File: config.mk
export PLATFORM = sky130hd
export DESIGN_NAME = e_out_port_alloc_ctrl_flat
export DESIGN_NICKNAME = d
export VERILOG_FILES = /design/src/rtl/e_out_port_alloc_ctrl_if.sv /design/src/rtl/e_out_port_alloc_ctrl.sv /design/src/flat_wrapper.sv
export SDC_FILE = /design/constraint.sdc
export NUM_CORES = 1
export LEC_CHECK = 0
export ABC_AREA = 1
export CAP_MARGIN = 10
export CORE_MARGIN = 3
export CORE_UTILIZATION = 38
export CTS_CLUSTER_SIZE = 20
export DETAILED_ROUTE_END_ITERATION = 8
export GPL_ROUTABILITY_DRIVEN = 0
export HOLD_SLACK_MARGIN = 0.08
export PLACE_DENSITY = 0.79
export SYNTH_ARGS = -nofsm -noshare
export SYNTH_HDL_FRONTEND = slang
export SYNTH_SLANG_ARGS = --single-unit
File: constraint.sdc
create_clock -name clk -period 1.5 [get_ports clk]
set_input_delay 0.375 -clock clk [delete_from_list [all_inputs] [get_ports clk]]
set_output_delay 0.375 -clock clk [all_outputs]
set_load 0.05 [all_outputs]
File: src/rtl/e_out_port_alloc_ctrl_if.sv
// Request/handshake bundle between the N/S/W/L input buffers, the east link and
// the east-port allocator. The allocator connects through the slave modport.
interface e_out_port_alloc_ctrl_if;
  logic [2:0] n_nexthop_addr_i;
  logic [2:0] s_nexthop_addr_i;
  logic [2:0] w_nexthop_addr_i;
  logic [2:0] l_nexthop_addr_i;
  logic [3:0] in_valid_i;
  logic [3:0] in_tail_i;
  logic       e_out_ready_i;
  logic [3:0] in_ready_o;
  logic       e_out_valid_o;
  logic [2:0] cs_sel_o;
  logic [3:0] grant_o;
  logic       change_order_o;
  logic       err_timeout_o;
  logic       busy_o;

  modport master (
    output n_nexthop_addr_i, s_nexthop_addr_i, w_nexthop_addr_i, l_nexthop_addr_i,
    output in_valid_i, in_tail_i, e_out_ready_i,
    input  in_ready_o, e_out_valid_o, cs_sel_o, grant_o,
    input  change_order_o, err_timeout_o, busy_o
  );

  modport slave (
    input  n_nexthop_addr_i, s_nexthop_addr_i, w_nexthop_addr_i, l_nexthop_addr_i,
    input  in_valid_i, in_tail_i, e_out_ready_i,
    output in_ready_o, e_out_valid_o, cs_sel_o, grant_o,
    output change_order_o, err_timeout_o, busy_o
  );
endinterface

File: src/rtl/e_out_port_alloc_ctrl.sv
// Wormhole allocator for the east output port: round-robin packet arbitration
// across N/S/W/L, crossbar lock until the tail flit, and a stall watchdog.
//
//   state | meaning
//   ------+-------------------------------------------------------------
//   IDLE  | no owner; pick a winner among inputs whose next hop is east
//   LOCK  | owner holds the crossbar until its tail transfers or watchdog
module e_out_port_alloc_ctrl #(
  parameter logic [2:0] EAST_ADDR = 3'b100,
  parameter int         TIMEOUT   = 32,
  parameter int         CNT_W     = 6
) (
  input logic                clk,
  input logic                reset,
  e_out_port_alloc_ctrl_if.slave bus
);

  typedef enum logic {ST_IDLE, ST_LOCK} state_t;

  localparam bit             WDOG_EN    = (TIMEOUT != 0);
  localparam logic [CNT_W-1:0] STALL_LAST = (TIMEOUT > 0) ? CNT_W'(TIMEOUT - 1) : '0;

  state_t           state_q, state_d;
  logic [1:0]       rr_ptr_q, rr_ptr_d;
  logic [1:0]       owner_q, owner_d;
  logic [CNT_W-1:0] stall_q, stall_d;
  logic             change_q, change_d;
  logic             err_q, err_d;

  // Internal index order is 0=N 1=S 2=W 3=L; port vectors use [3]=N ... [0]=L.
  logic [3:0] desire;
  logic [1:0] winner;
  logic       any_desire;
  logic [1:0] own_bit;
  logic       fire;
  logic       tail_fire;
  logic       timeout_hit;
  logic       release_pkt;

  assign desire[0] = bus.in_valid_i[3] & (bus.n_nexthop_addr_i == EAST_ADDR);
  assign desire[1] = bus.in_valid_i[2] & (bus.s_nexthop_addr_i == EAST_ADDR);
  assign desire[2] = bus.in_valid_i[1] & (bus.w_nexthop_addr_i == EAST_ADDR);
  assign desire[3] = bus.in_valid_i[0] & (bus.l_nexthop_addr_i == EAST_ADDR);

  // Scan farthest offset first so the closest requester to rr_ptr overwrites.
  always_comb begin
    logic [1:0] idx;
    idx        = '0;
    winner     = rr_ptr_q;
    any_desire = 1'b0;
    for (int k = 3; k >= 0; k--) begin
      idx = rr_ptr_q + 2'(k);
      if (desire[idx]) begin
        winner     = idx;
        any_desire = 1'b1;
      end
    end
  end

  assign own_bit     = 2'd3 - owner_q;
  assign fire        = (state_q == ST_LOCK) & bus.in_valid_i[own_bit] & bus.e_out_ready_i;
  assign tail_fire   = fire & bus.in_tail_i[own_bit];
  assign timeout_hit = WDOG_EN & (state_q == ST_LOCK) & ~fire & (stall_q == STALL_LAST);
  assign release_pkt = tail_fire | timeout_hit;

  always_ff @(posedge clk) begin
    if (reset) begin
      state_q  <= ST_IDLE;
      rr_ptr_q <= '0;
      owner_q  <= '0;
      stall_q  <= '0;
      change_q <= 1'b0;
      err_q    <= 1'b0;
    end else begin
      state_q  <= state_d;
      rr_ptr_q <= rr_ptr_d;
      owner_q  <= owner_d;
      stall_q  <= stall_d;
      change_q <= change_d;
      err_q    <= err_d;
    end
  end

  always_comb begin
    state_d  = state_q;
    rr_ptr_d = rr_ptr_q;
    owner_d  = owner_q;
    stall_d  = stall_q;
    change_d = 1'b0;
    err_d    = 1'b0;
    case (state_q)
      ST_IDLE: begin
        if (any_desire) begin
          state_d = ST_LOCK;
          owner_d = winner;
          stall_d = '0;
        end
      end
      ST_LOCK: begin
        if (release_pkt) begin
          state_d  = ST_IDLE;
          rr_ptr_d = owner_q + 2'd1;
          stall_d  = '0;
          change_d = 1'b1;
          err_d    = timeout_hit;
        end else if (fire) begin
          stall_d = '0;
        end else if (stall_q != '1) begin
          stall_d = stall_q + CNT_W'(1);
        end
      end
      default: state_d = ST_IDLE;
    endcase
  end

  always_comb begin
    bus.grant_o    = '0;
    bus.cs_sel_o   = 3'b000;
    bus.in_ready_o = '0;
    if (state_q == ST_LOCK) begin
      bus.grant_o[own_bit] = 1'b1;
      case (owner_q)
        2'd0:    bus.cs_sel_o = 3'b001;
        2'd1:    bus.cs_sel_o = 3'b010;
        2'd2:    bus.cs_sel_o = 3'b011;
        default: bus.cs_sel_o = 3'b101;
      endcase
    end
    if (fire) bus.in_ready_o[own_bit] = 1'b1;
    bus.e_out_valid_o  = fire;
    bus.busy_o         = (state_q == ST_LOCK);
    bus.change_order_o = change_q;
    bus.err_timeout_o  = err_q;
  end

endmodule

File: src/flat_wrapper.sv
// flat-port wrapper written by rule: the top's interface ports become plain ports
module e_out_port_alloc_ctrl_flat 
#(
  parameter logic [2:0] EAST_ADDR = 3'b100,
  parameter int         TIMEOUT   = 32,
  parameter int         CNT_W     = 6
)
  (clk, reset, bus_n_nexthop_addr_i, bus_s_nexthop_addr_i, bus_w_nexthop_addr_i, bus_l_nexthop_addr_i, bus_in_valid_i, bus_in_tail_i, bus_e_out_ready_i, bus_in_ready_o, bus_e_out_valid_o, bus_cs_sel_o, bus_grant_o, bus_change_order_o, bus_err_timeout_o, bus_busy_o);
  e_out_port_alloc_ctrl_if bus_i ();
  input logic clk;
  input logic reset;
  input wire logic [$bits(bus_i.n_nexthop_addr_i)-1:0] bus_n_nexthop_addr_i;
  input wire logic [$bits(bus_i.s_nexthop_addr_i)-1:0] bus_s_nexthop_addr_i;
  input wire logic [$bits(bus_i.w_nexthop_addr_i)-1:0] bus_w_nexthop_addr_i;
  input wire logic [$bits(bus_i.l_nexthop_addr_i)-1:0] bus_l_nexthop_addr_i;
  input wire logic [$bits(bus_i.in_valid_i)-1:0] bus_in_valid_i;
  input wire logic [$bits(bus_i.in_tail_i)-1:0] bus_in_tail_i;
  input wire logic [$bits(bus_i.e_out_ready_i)-1:0] bus_e_out_ready_i;
  output wire logic [$bits(bus_i.in_ready_o)-1:0] bus_in_ready_o;
  output wire logic [$bits(bus_i.e_out_valid_o)-1:0] bus_e_out_valid_o;
  output wire logic [$bits(bus_i.cs_sel_o)-1:0] bus_cs_sel_o;
  output wire logic [$bits(bus_i.grant_o)-1:0] bus_grant_o;
  output wire logic [$bits(bus_i.change_order_o)-1:0] bus_change_order_o;
  output wire logic [$bits(bus_i.err_timeout_o)-1:0] bus_err_timeout_o;
  output wire logic [$bits(bus_i.busy_o)-1:0] bus_busy_o;
  assign bus_i.n_nexthop_addr_i = bus_n_nexthop_addr_i;
  assign bus_i.s_nexthop_addr_i = bus_s_nexthop_addr_i;
  assign bus_i.w_nexthop_addr_i = bus_w_nexthop_addr_i;
  assign bus_i.l_nexthop_addr_i = bus_l_nexthop_addr_i;
  assign bus_i.in_valid_i = bus_in_valid_i;
  assign bus_i.in_tail_i = bus_in_tail_i;
  assign bus_i.e_out_ready_i = bus_e_out_ready_i;
  assign bus_in_ready_o = bus_i.in_ready_o;
  assign bus_e_out_valid_o = bus_i.e_out_valid_o;
  assign bus_cs_sel_o = bus_i.cs_sel_o;
  assign bus_grant_o = bus_i.grant_o;
  assign bus_change_order_o = bus_i.change_order_o;
  assign bus_err_timeout_o = bus_i.err_timeout_o;
  assign bus_busy_o = bus_i.busy_o;
  e_out_port_alloc_ctrl #(.EAST_ADDR(EAST_ADDR), .TIMEOUT(TIMEOUT), .CNT_W(CNT_W)) u_core (.clk(clk), .reset(reset), .bus(bus_i));
endmodule
==> After elaboration in Yosys (flattened, before gate mapping) <==
Index checks and enable logic that the tools add are counted.
Widths: inputs -> output; s select.
{ "classes": {"add_sub_neg": 6, "reduce_logical": 7, "n_bitwise": 13, "mux": 35, "n_lt_le_gt_ge": 6, "eq_ne": 10} }
{ "op_table": {"columns": ["operator", "count"], "rows": [
  ["$mux 6", 4],
  ["$lt 2x3->1 const B", 5],
  ["$mux 1", 14],
  ["$bmux 1 s2", 6],
  ["$eq 3x3->1 const B", 4],
  ["$pmux 6 s2", 1],
  ["$and 1x1->1", 9],
  ["$pmux 3 s3", 1],
  ["$mux 2", 4],
  ["$mux 4", 2],
  ["$add 6x1->6 const B", 1],
  ["$eq 6x5->1 const B", 1],
  ["$ne 6x6->1 const B", 1],
  ["$reduce_and 2->1", 3],
  ["$add 2x1->2 const B", 2],
  ["$add 2x2->2 const B", 2],
  ["$ne 4x4->1 const B", 1],
  ["$mux 3", 1],
  ["$not 1->1", 3],
  ["$reduce_or 3->1", 1],
  ["$demux 1 s2", 1],
  ["$eq 2x1->1 const B", 1],
  ["$eq 2x2->1 const B", 1],
  ["$ge 2x1->1 const B", 1],
  ["other kinds (7)", 7]
]} }
{ "word_totals": {"reg_bits": 13, "elab_cells": 83} }

==> Logic depth before layout (Yosys ltp) <==
Gate-level depths: netlist (run 1).
{ "depth": {"ltp_word": 11, "depth_mapped": 13, "ltp_nobuf": 13} }

==> Worst setup path before layout (run 1) <==
OpenSTA, ideal clock, no wires.
{ "synth_path": {"path_type": "register to output", "startpoint": "reg u_core.state_q, in the netlist u_core.bus.busy_o", "endpoint": "out bus_cs_sel_o[0]", "n_path_buf": 1, "t_required_ps": 1125, "t_arrival_ps": 1698, "path_slack_ps": -573, "stages_incl_launch_ff": 4, "cell_sequence": "dfxtp_1 -> buf_2 -> inv_1 -> nor2_1"} }
{ "synth_via": {"elab_chain_len": 1} }
{ "synth_rtl": {"columns": ["element", "line", "rtl"], "rows": [
  ["from (decl)", "e_out_port_alloc_ctrl.sv:23", "state_t state_q, state_d;"],
  ["from (signal assigned)", "e_out_port_alloc_ctrl.sv:75", "state_q <= state_d;"],
  ["$mux 3", "e_out_port_alloc_ctrl.sv:120", "if (state_q == ST_LOCK) begin"],
  ["to (decl)", "flat_wrapper.sv:21", "output wire logic [$bits(bus_i.cs_sel_o)-1:0] bus_cs_sel_o;"]
]} }
No other way between the ends.

==> Worst setup path after layout (run 1) <==
{ "layout_path": {"startpoint": "reg u_core.owner_q[0]", "endpoint": "out bus_in_ready_o[3]"} }
{ "layout_via": {"elab_chain_len": 6, "word_cells_on_any_way": 11, "cone_classes": "add/sub: 1; order compare: 2; mux: 5; bitwise: 2; reduce/logical: 1"} }
{ "layout_rtl": {"columns": ["element", "line", "rtl"], "rows": [
  ["from (decl)", "e_out_port_alloc_ctrl.sv:25", "logic [1:0] owner_q, owner_d;"],
  ["from (signal assigned)", "e_out_port_alloc_ctrl.sv:77", "owner_q <= owner_d;"],
  ["$sub 2x2->2 (*)", "e_out_port_alloc_ctrl.sv:60", "assign own_bit = 2'd3 - owner_q;"],
  ["$lt 2x3->1 (not written as such), or another cell as far along", "e_out_port_alloc_ctrl.sv:129", "if (fire) bus.in_ready_o[own_bit] = 1'b1;"],
  ["$logic_and 1x1->1 (not written as such) or $mux 1 (tied branches)", "e_out_port_alloc_ctrl.sv:129, e_out_port_alloc_ctrl.sv:61", null],
  ["$mux 1 (not written as such) or $and 1x1->1 (tied branches)", "e_out_port_alloc_ctrl.sv:129, e_out_port_alloc_ctrl.sv:61", null],
  ["$demux 1 s2 or $and 1x1->1 (tied branches)", null, null],
  ["$mux 4 (*)", "e_out_port_alloc_ctrl.sv:129", null],
  ["to (decl)", "flat_wrapper.sv:19", "output wire logic [$bits(bus_i.in_ready_o)-1:0] bus_in_ready_o;"]
]} }
Every way passes the cells marked *; elsewhere a longest branch is shown, timed or not. The select of a mux whose other input is x is not followed.

==> results of run 1 <==
## metrics by stage
step	total power, mW	area (sq um)
floorplan	0.6616	1207
global placement	0.8774	1882
detailed placement	0.8850	1882
CTS	1.201	2173
global route	1.373	2357
finish	1.308	2357
## flip-flops by register name (all words and copies together), names as in the netlist
name	count
u_core.bus.busy_o	1
u_core.stall_q	6
u_core.rr_ptr_q	2
u_core.bus.err_timeout_o	1
u_core.owner_q	2
u_core.bus.change_order_o	1
## what timing repair did
item | CTS | global route
endpoints found under the setup margin | 25 | 25
resized for setup | 84 | 46
buffers inserted | 10 | 5
pin swaps | 33 | 25
## final cells by class
type / count / area [sq um]
Clock buffer: 3 / 22.52
Sequential cell: 13 / 277.8
Fill cell: 139 / 471.7
Tap cell: 31 / 38.79
Clock inverter: 1 / 5.005
Multi-Input combinational cell: 143 / 1105
Timing Repair Buffer: 70 / 773.2
Inverter: 32 / 135.1
## routing by layer
layer / track usage [%] / part of all wire (%)
met4: 8.669 / 4.0
met3: 2.516 / 7.4
met5: 0 / 0
met1: 30.43 / 39
met2: 41.99 / 50
## worst max-delay path, delay by kind of cell (launching register included)
kind / cells / cell delay (ns)
buffers and inverters: 1 / 0.15
flip-flops: 1 / 0.40
AND/OR/NAND/NOR: 4 / 0.56
## placed cells by master, fill, tap and decap left out, types with 7 or more instances in the layout
cell type	instances
buf_4	26
dlygate4sd2_1	17
nor2_1	11
nor2_2	7
buf_12	15
buf_6	7
nand3_1	11
nor2_4	7
inv_2	14
nand2_1	33
nand2_2	23
inv_1	13
nand3_2	10
## cell families after synthesis
kind of cell / share of synthesized area (%)
simple gates: 50.27
buf+inv: 13.05
compound gates: 6.365
flops: 22.44
fa+ha+maj: 6.472
xor+xnor: 1.403
## power groups by stage
stage | combinational [mW] | clock [mW] | sequential [mW]
6_report | 0.672 | 0.242 | 0.394
5_1_grt | 0.709 | 0.266 | 0.397
4_1_cts | 0.581 | 0.233 | 0.388
3_5_place_dp | 0.495 | 0 | 0.390
3_3_place_gp | 0.488 | 0 | 0.389
2_1_floorplan | 0.258 | 0 | 0.404
## final timing paths
| path | start | endpoint | depth (start not counted) |
|---|---|---|---|
| max | u_core.owner_q[0]$_SDFFE_PP0P_ | bus_in_ready_o[3] | 5 |
| min reg2reg | u_core.stall_q[2]$_SDFFE_PP0P_ | u_core.stall_q[2]$_SDFFE_PP0P_ | 2 |
| min | u_core.stall_q[2]$_SDFFE_PP0P_ | u_core.stall_q[2]$_SDFFE_PP0P_ | 2 |
| max reg2reg | u_core.owner_q[0]$_SDFFE_PP0P_ | u_core.stall_q[3]$_SDFFE_PP0P_ | 11 |
==> results.md, run 1 <==
- Outcome: finished with violations
- Failing checks: negative setup slack
- Fin crit period: 1.782 ns
- Post-layout nets: 292
- DRC: 0
- DRT Wirelength: 5.289 mm
- Required time of the worst setup path: 1.12 ns
- DR WL/cell: 18.05 um
- Max-cap violations: 0
- ANT cells: 0
- Worst Clk Skew: 0.002594 ns
- Largest net degree at the start of global routing: 9
- CTS tree: done
- Area leader, netlist: dfxtp_1
- Final period utilization: 118.8%
- Ys async rst share: 0%
- Fmax: 561.3 MHz
- Hpwl dp: 2.597 mm
- Worst path slowest cell: dfxtp_4
- # hold bufs at CTS: 0
- Synth cell count leaders: nand2_1, inv_1, nor2_1
- Top-count cell post-synth: nand2_1
- Clock share of power: 18.5%
- Final WS setup: -0.2816 ns
- Setup TNS: -4.205 ns
- I/O pins: 38
- Top cell type's share of synthesized area: 22.44%
- Internal power: 0.7517 mW
- Max Transition Viols Final: 0
- Die footprint: 0.003751 sq mm
- DP Worst Slack: -0.4860 ns
- Setup crit end kind: output port
- Power density over the cells: 554.9 mW/mm^2
- Post-synth EDFFs: 0
- First-pass GRT wire length: 6.858 mm
- Total gr overflow: 0
- Startpoint types: flop
- Initial Util: 41.00%
- Die Span X: 61.25 um
- Reg power frac: 30.1%
- CP peak stage delay: 0.40 ns
- Final Setup Violations: 22
- H-tree Lvls: 1
- Root buffer cell: clkbuf_4
- Share of cells above drive strength 1: 59.16%
- Placed Cells: 277
- Clk buf depth: 2
- Clk sinks: 13
- Cells along the critical path: nand2_1 > nand3_2 > nand3_4 > nor2_4 > buf_12
- Yosys cell types: 28
- Clock Pin Slew Worst Setup and Hold Paths: 0.10 ns
- Leakage: 1.069 nW
- Ys flop type: dfxtp_1
- Mean Syn Cell Area: 6.041 sq um
- Synth-to-layout area growth: 103.2%
- Total CTS buffers: 3
- Core Rows: 19
- Worst endpoint data arrival time: 1.41 ns
- Fin Hold WS: 0.5496 ns
- Mapped Area: 0.001160 sq mm
- Antenna violations before repair: 0
- Sequential fraction of the synthesis area: 22.44%
- Vias per cell: 5.645
- Net Count, Synth: 221
- Yosys reg bits: 13
- Die H: 61.25 um
- Core Area: 0.002829 sq mm
- Worst VDD drop: 429.3 uV
- Cells after Synth: 192
- Switching pwr: 0.5564 mW
- Class of the most critical setup path: reg2out
- Least-Margin Pin Slew: 0.4702 ns
- Final Core Density: 83.33%
- Final hold vios: 0
- Combinational share of power: 51.4%
- Via count: 1654
- Ranking of synthesized cells by area: dfxtp_1, nand2_1, inv_1
- Worst Path Max Fanout: 7
- FF-to-FF setup slack: -0.25 ns
- Initial DRC Count: 143
- Ys Warns: 0
- Final Non-Filler Cells: 293
- Hold WC Path Type: reg2reg
- Number of global-route vias before repair: 1534
- Rel. slew slack: 68.62%
- RSZ-0062 raised after global routing: true
- IO buf count: 37
- Sw Share: 42.53%
- Gr usage total: 24.05%
- Worst-skew pair later-pin latency: 0.29 ns
- Pre-antenna DRT Iters: 4
- ANT nets after route: 0
No activity file was read; power rests on OpenSTA's default activity.
==> inputs of run 2 (changes only) <==
--- a/config.mk
+++ b/config.mk
@@ -9,6 +9,7 @@
 export CAP_MARGIN = 10
 export CORE_MARGIN = 3
 export CORE_UTILIZATION = 38
+export CTS_BUF_LIST = sky130_fd_sc_hd__clkbuf_8
 export CTS_CLUSTER_SIZE = 20
 export DETAILED_ROUTE_END_ITERATION = 8
 export GPL_ROUTABILITY_DRIVEN = 0
==> results.md, run 2 (synthesis results as in run 1) <==
- Outcome: finished with violations (unchanged)
- Failing checks: negative setup slack (unchanged)
- Reg-to-Reg Start: u_core.owner_q[0]$_SDFFE_PP0P_ (unchanged)
- ANT nets after route: 0 (unchanged)
- Power density over the cells: 594.3 mW/mm^2 (was 554.9 mW/mm^2)
- Final hold vios: 0 (unchanged)
- I/O pins: 38 (unchanged)
- Placed Cells: 277 (unchanged)
- Multi-input gate area: 0.001061 sq mm (was 0.001105 sq mm)
- Leakage: 1.062 nW (was 1.069 nW)
- Die H: 61.25 um (unchanged)
- Antenna violations before repair: 0 (unchanged)
- Setup TNS: -3.015 ns (was -4.205 ns)
- Worst path slowest cell: dfxtp_4 (unchanged)
- Max Transition Viols Final: 0 (unchanged)
- Kind of cell adding the most delay to the critical path: simple AND/OR/NAND/NOR gates (unchanged)
- Class of the most critical setup path: reg2out (unchanged)
- Die footprint: 0.003751 sq mm (unchanged)
- CTS tree: done (unchanged)
- Core Area: 0.002829 sq mm (unchanged)
- First-pass GRT wire length: 6.361 mm (was 6.858 mm)
- Startpoint types: flop (unchanged)
- Least-Margin Pin Slew: 0.3137 ns (was 0.4702 ns)
- Root buffer cell: clkbuf_8 (was clkbuf_4)
- DRT Wirelength: 5.102 mm (was 5.289 mm)
- Die Span X: 61.25 um (unchanged)
- Via count: 1577 (was 1654)
- Final Setup Violations: 22 (unchanged)
- Number of global-route vias before repair: 1434 (was 1534)
- Max reg flops: 6 (unchanged)
- Core Rows: 19 (unchanged)
- Total gr overflow: 0 (unchanged)
- Vias per cell: 5.346 (was 5.645)
- DRC: 0 (unchanged)
- Biggest register: u_core.stall_q (unchanged)
- Initial DRC Count: 116 (was 143)
- Setup crit end kind: output port (unchanged)
- RSZ-0062 raised after global routing: true (unchanged)
- Final Non-Filler Cells: 295 (was 293)
- Fmax: 563.2 MHz (was 561.3 MHz)
- Final WS setup: -0.2755 ns (was -0.2816 ns)
- Total CTS buffers: 3 (unchanged)
- Total Power: 1.402 mW (was 1.308 mW)
- Worst VDD drop: 734.5 uV (was 429.3 uV)
- Commonest non-fill, non-tap cell in the layout: nand2_1 (unchanged)
- Cells along the critical path: nand2_1 > nand3_2 > nand3_4 > nor2_4 > buf_12 (unchanged)
- Layout fillers: 139 (unchanged)
- Clk buf depth: 2 (unchanged)
- Biggest regs: u_core.stall_q (6), u_core.owner_q (2), u_core.rr_ptr_q (2) (unchanged)
- Hold WC Path Type: reg2reg (unchanged)
- Final Core Density: 83.41% (was 83.33%)
- Max-cap violations: 0 (unchanged)
- Required time of the worst setup path: 1.12 ns (about the same)
- Worst-skew pair later-pin latency: 0.25 ns (was 0.29 ns)
- Most frequent cells in the layout: nand2_1, buf_4, nand2_2 (unchanged)
- DP Worst Slack: -0.4860 ns (unchanged)
- Clk sinks: 13 (unchanged)
- Hold path startpoint: u_core.stall_q[4]$_SDFFE_PP0P_ (was u_core.stall_q[2]$_SDFFE_PP0P_)
- Bufs and invs on worst path: 1 (unchanged)
- CP peak stage delay: 0.39 ns (was 0.40 ns)
- H-tree Lvls: 1 (unchanged)
- Gr usage total: 22.43% (was 24.05%)
- Post-layout nets: 293 (was 292)
- Largest net degree at the start of global routing: 9 (unchanged)
- Worst endpoint data arrival time: 1.40 ns (was 1.41 ns)
- Initial Util: 41.00% (unchanged)
- Clock Pin Slew Worst Setup and Hold Paths: 0.07 ns (was 0.10 ns)
- DR WL/cell: 17.29 um (was 18.05 um)
- Final period utilization: 118.4% (was 118.8%)
- Register area: 279.0 sq um (was 277.8 sq um)
- Crit path from: u_core.owner_q[0]$_SDFFE_PP0P_ (unchanged)
- IO buf count: 37 (unchanged)
- Worst Clk Skew: 0.008318 ns (was 0.002594 ns)
- Fin crit period: 1.776 ns (was 1.782 ns)
- Synth-to-layout area growth: 103.5% (was 103.2%)
- Pre-antenna DRT Iters: 4 (unchanged)
- Worst Path Max Fanout: 8 (was 7)
- Share of cells above drive strength 1: 56.65% (was 59.16%)
- Hpwl dp: 2.597 mm (unchanged)
- Rel. slew slack: 79.06% (was 68.62%)
run 2: layout make-up:
cell class / count / area share (%)
inverter: 32 / 6.098
sequential: 13 / 11.82
multi-input combinational: 143 / 44.96
clock buffer: 3 / 1.750
timing repair buffer: 71 / 33.40
clock inverter: 1 / 0.2121
tap: 31 / 1.644
antenna: 1 / 0.1060
run 2: metal layers:
metal | track usage, % | share of wire (%)
met5 | 0 | 0
met4 | 6.192 | 4.2
met3 | 3.145 | 6.1
met2 | 38.97 | 51
met1 | 28.82 | 39
run 2: path summary, 6_finish.rpt:
path         cells past startpoint                        endpoint  slack, ns
max                              5               bus_in_ready_o[3]      -0.28
min                              2  u_core.stall_q[4]$_SDFFE_PP0P_       0.53
max reg2reg                     10  u_core.stall_q[3]$_SDFFE_PP0P_      -0.17
min reg2reg                      2  u_core.stall_q[4]$_SDFFE_PP0P_       0.53
run 2: power by group:
group / leakage [nW] / internal [mW] / switching, mW
sequential: 0.110 / 0.365 / 0.0311
combinational: 0.927 / 0.293 / 0.373
clock: 0.0255 / 0.184 / 0.156
total: 1.06 / 0.842 / 0.560
run 2: per-stage QoR:
step / area [sq um] / hold WS [ns]
final: 2360 / 0.5302
after global routing: 2357 / 0.5429
after CTS: 2108 / 0.4982
after detailed placement: 1882 / 0.4898
after global placement: 1882 / 0.4859
after floorplan: 1207 / 0.4656
run 2: worst min-delay path: stages (launching register included):
cell and delay (ns):
dfxtp_1 0.33, nand2_1 0.08, a21oi_1 0.06
run 2: timing repair:
action	4_1_cts	5_1_grt
resized for setup	74	50
pin swaps	31	21
setup endpoints to repair	25	24
setup buffers	5	9
hold buffers	0	0
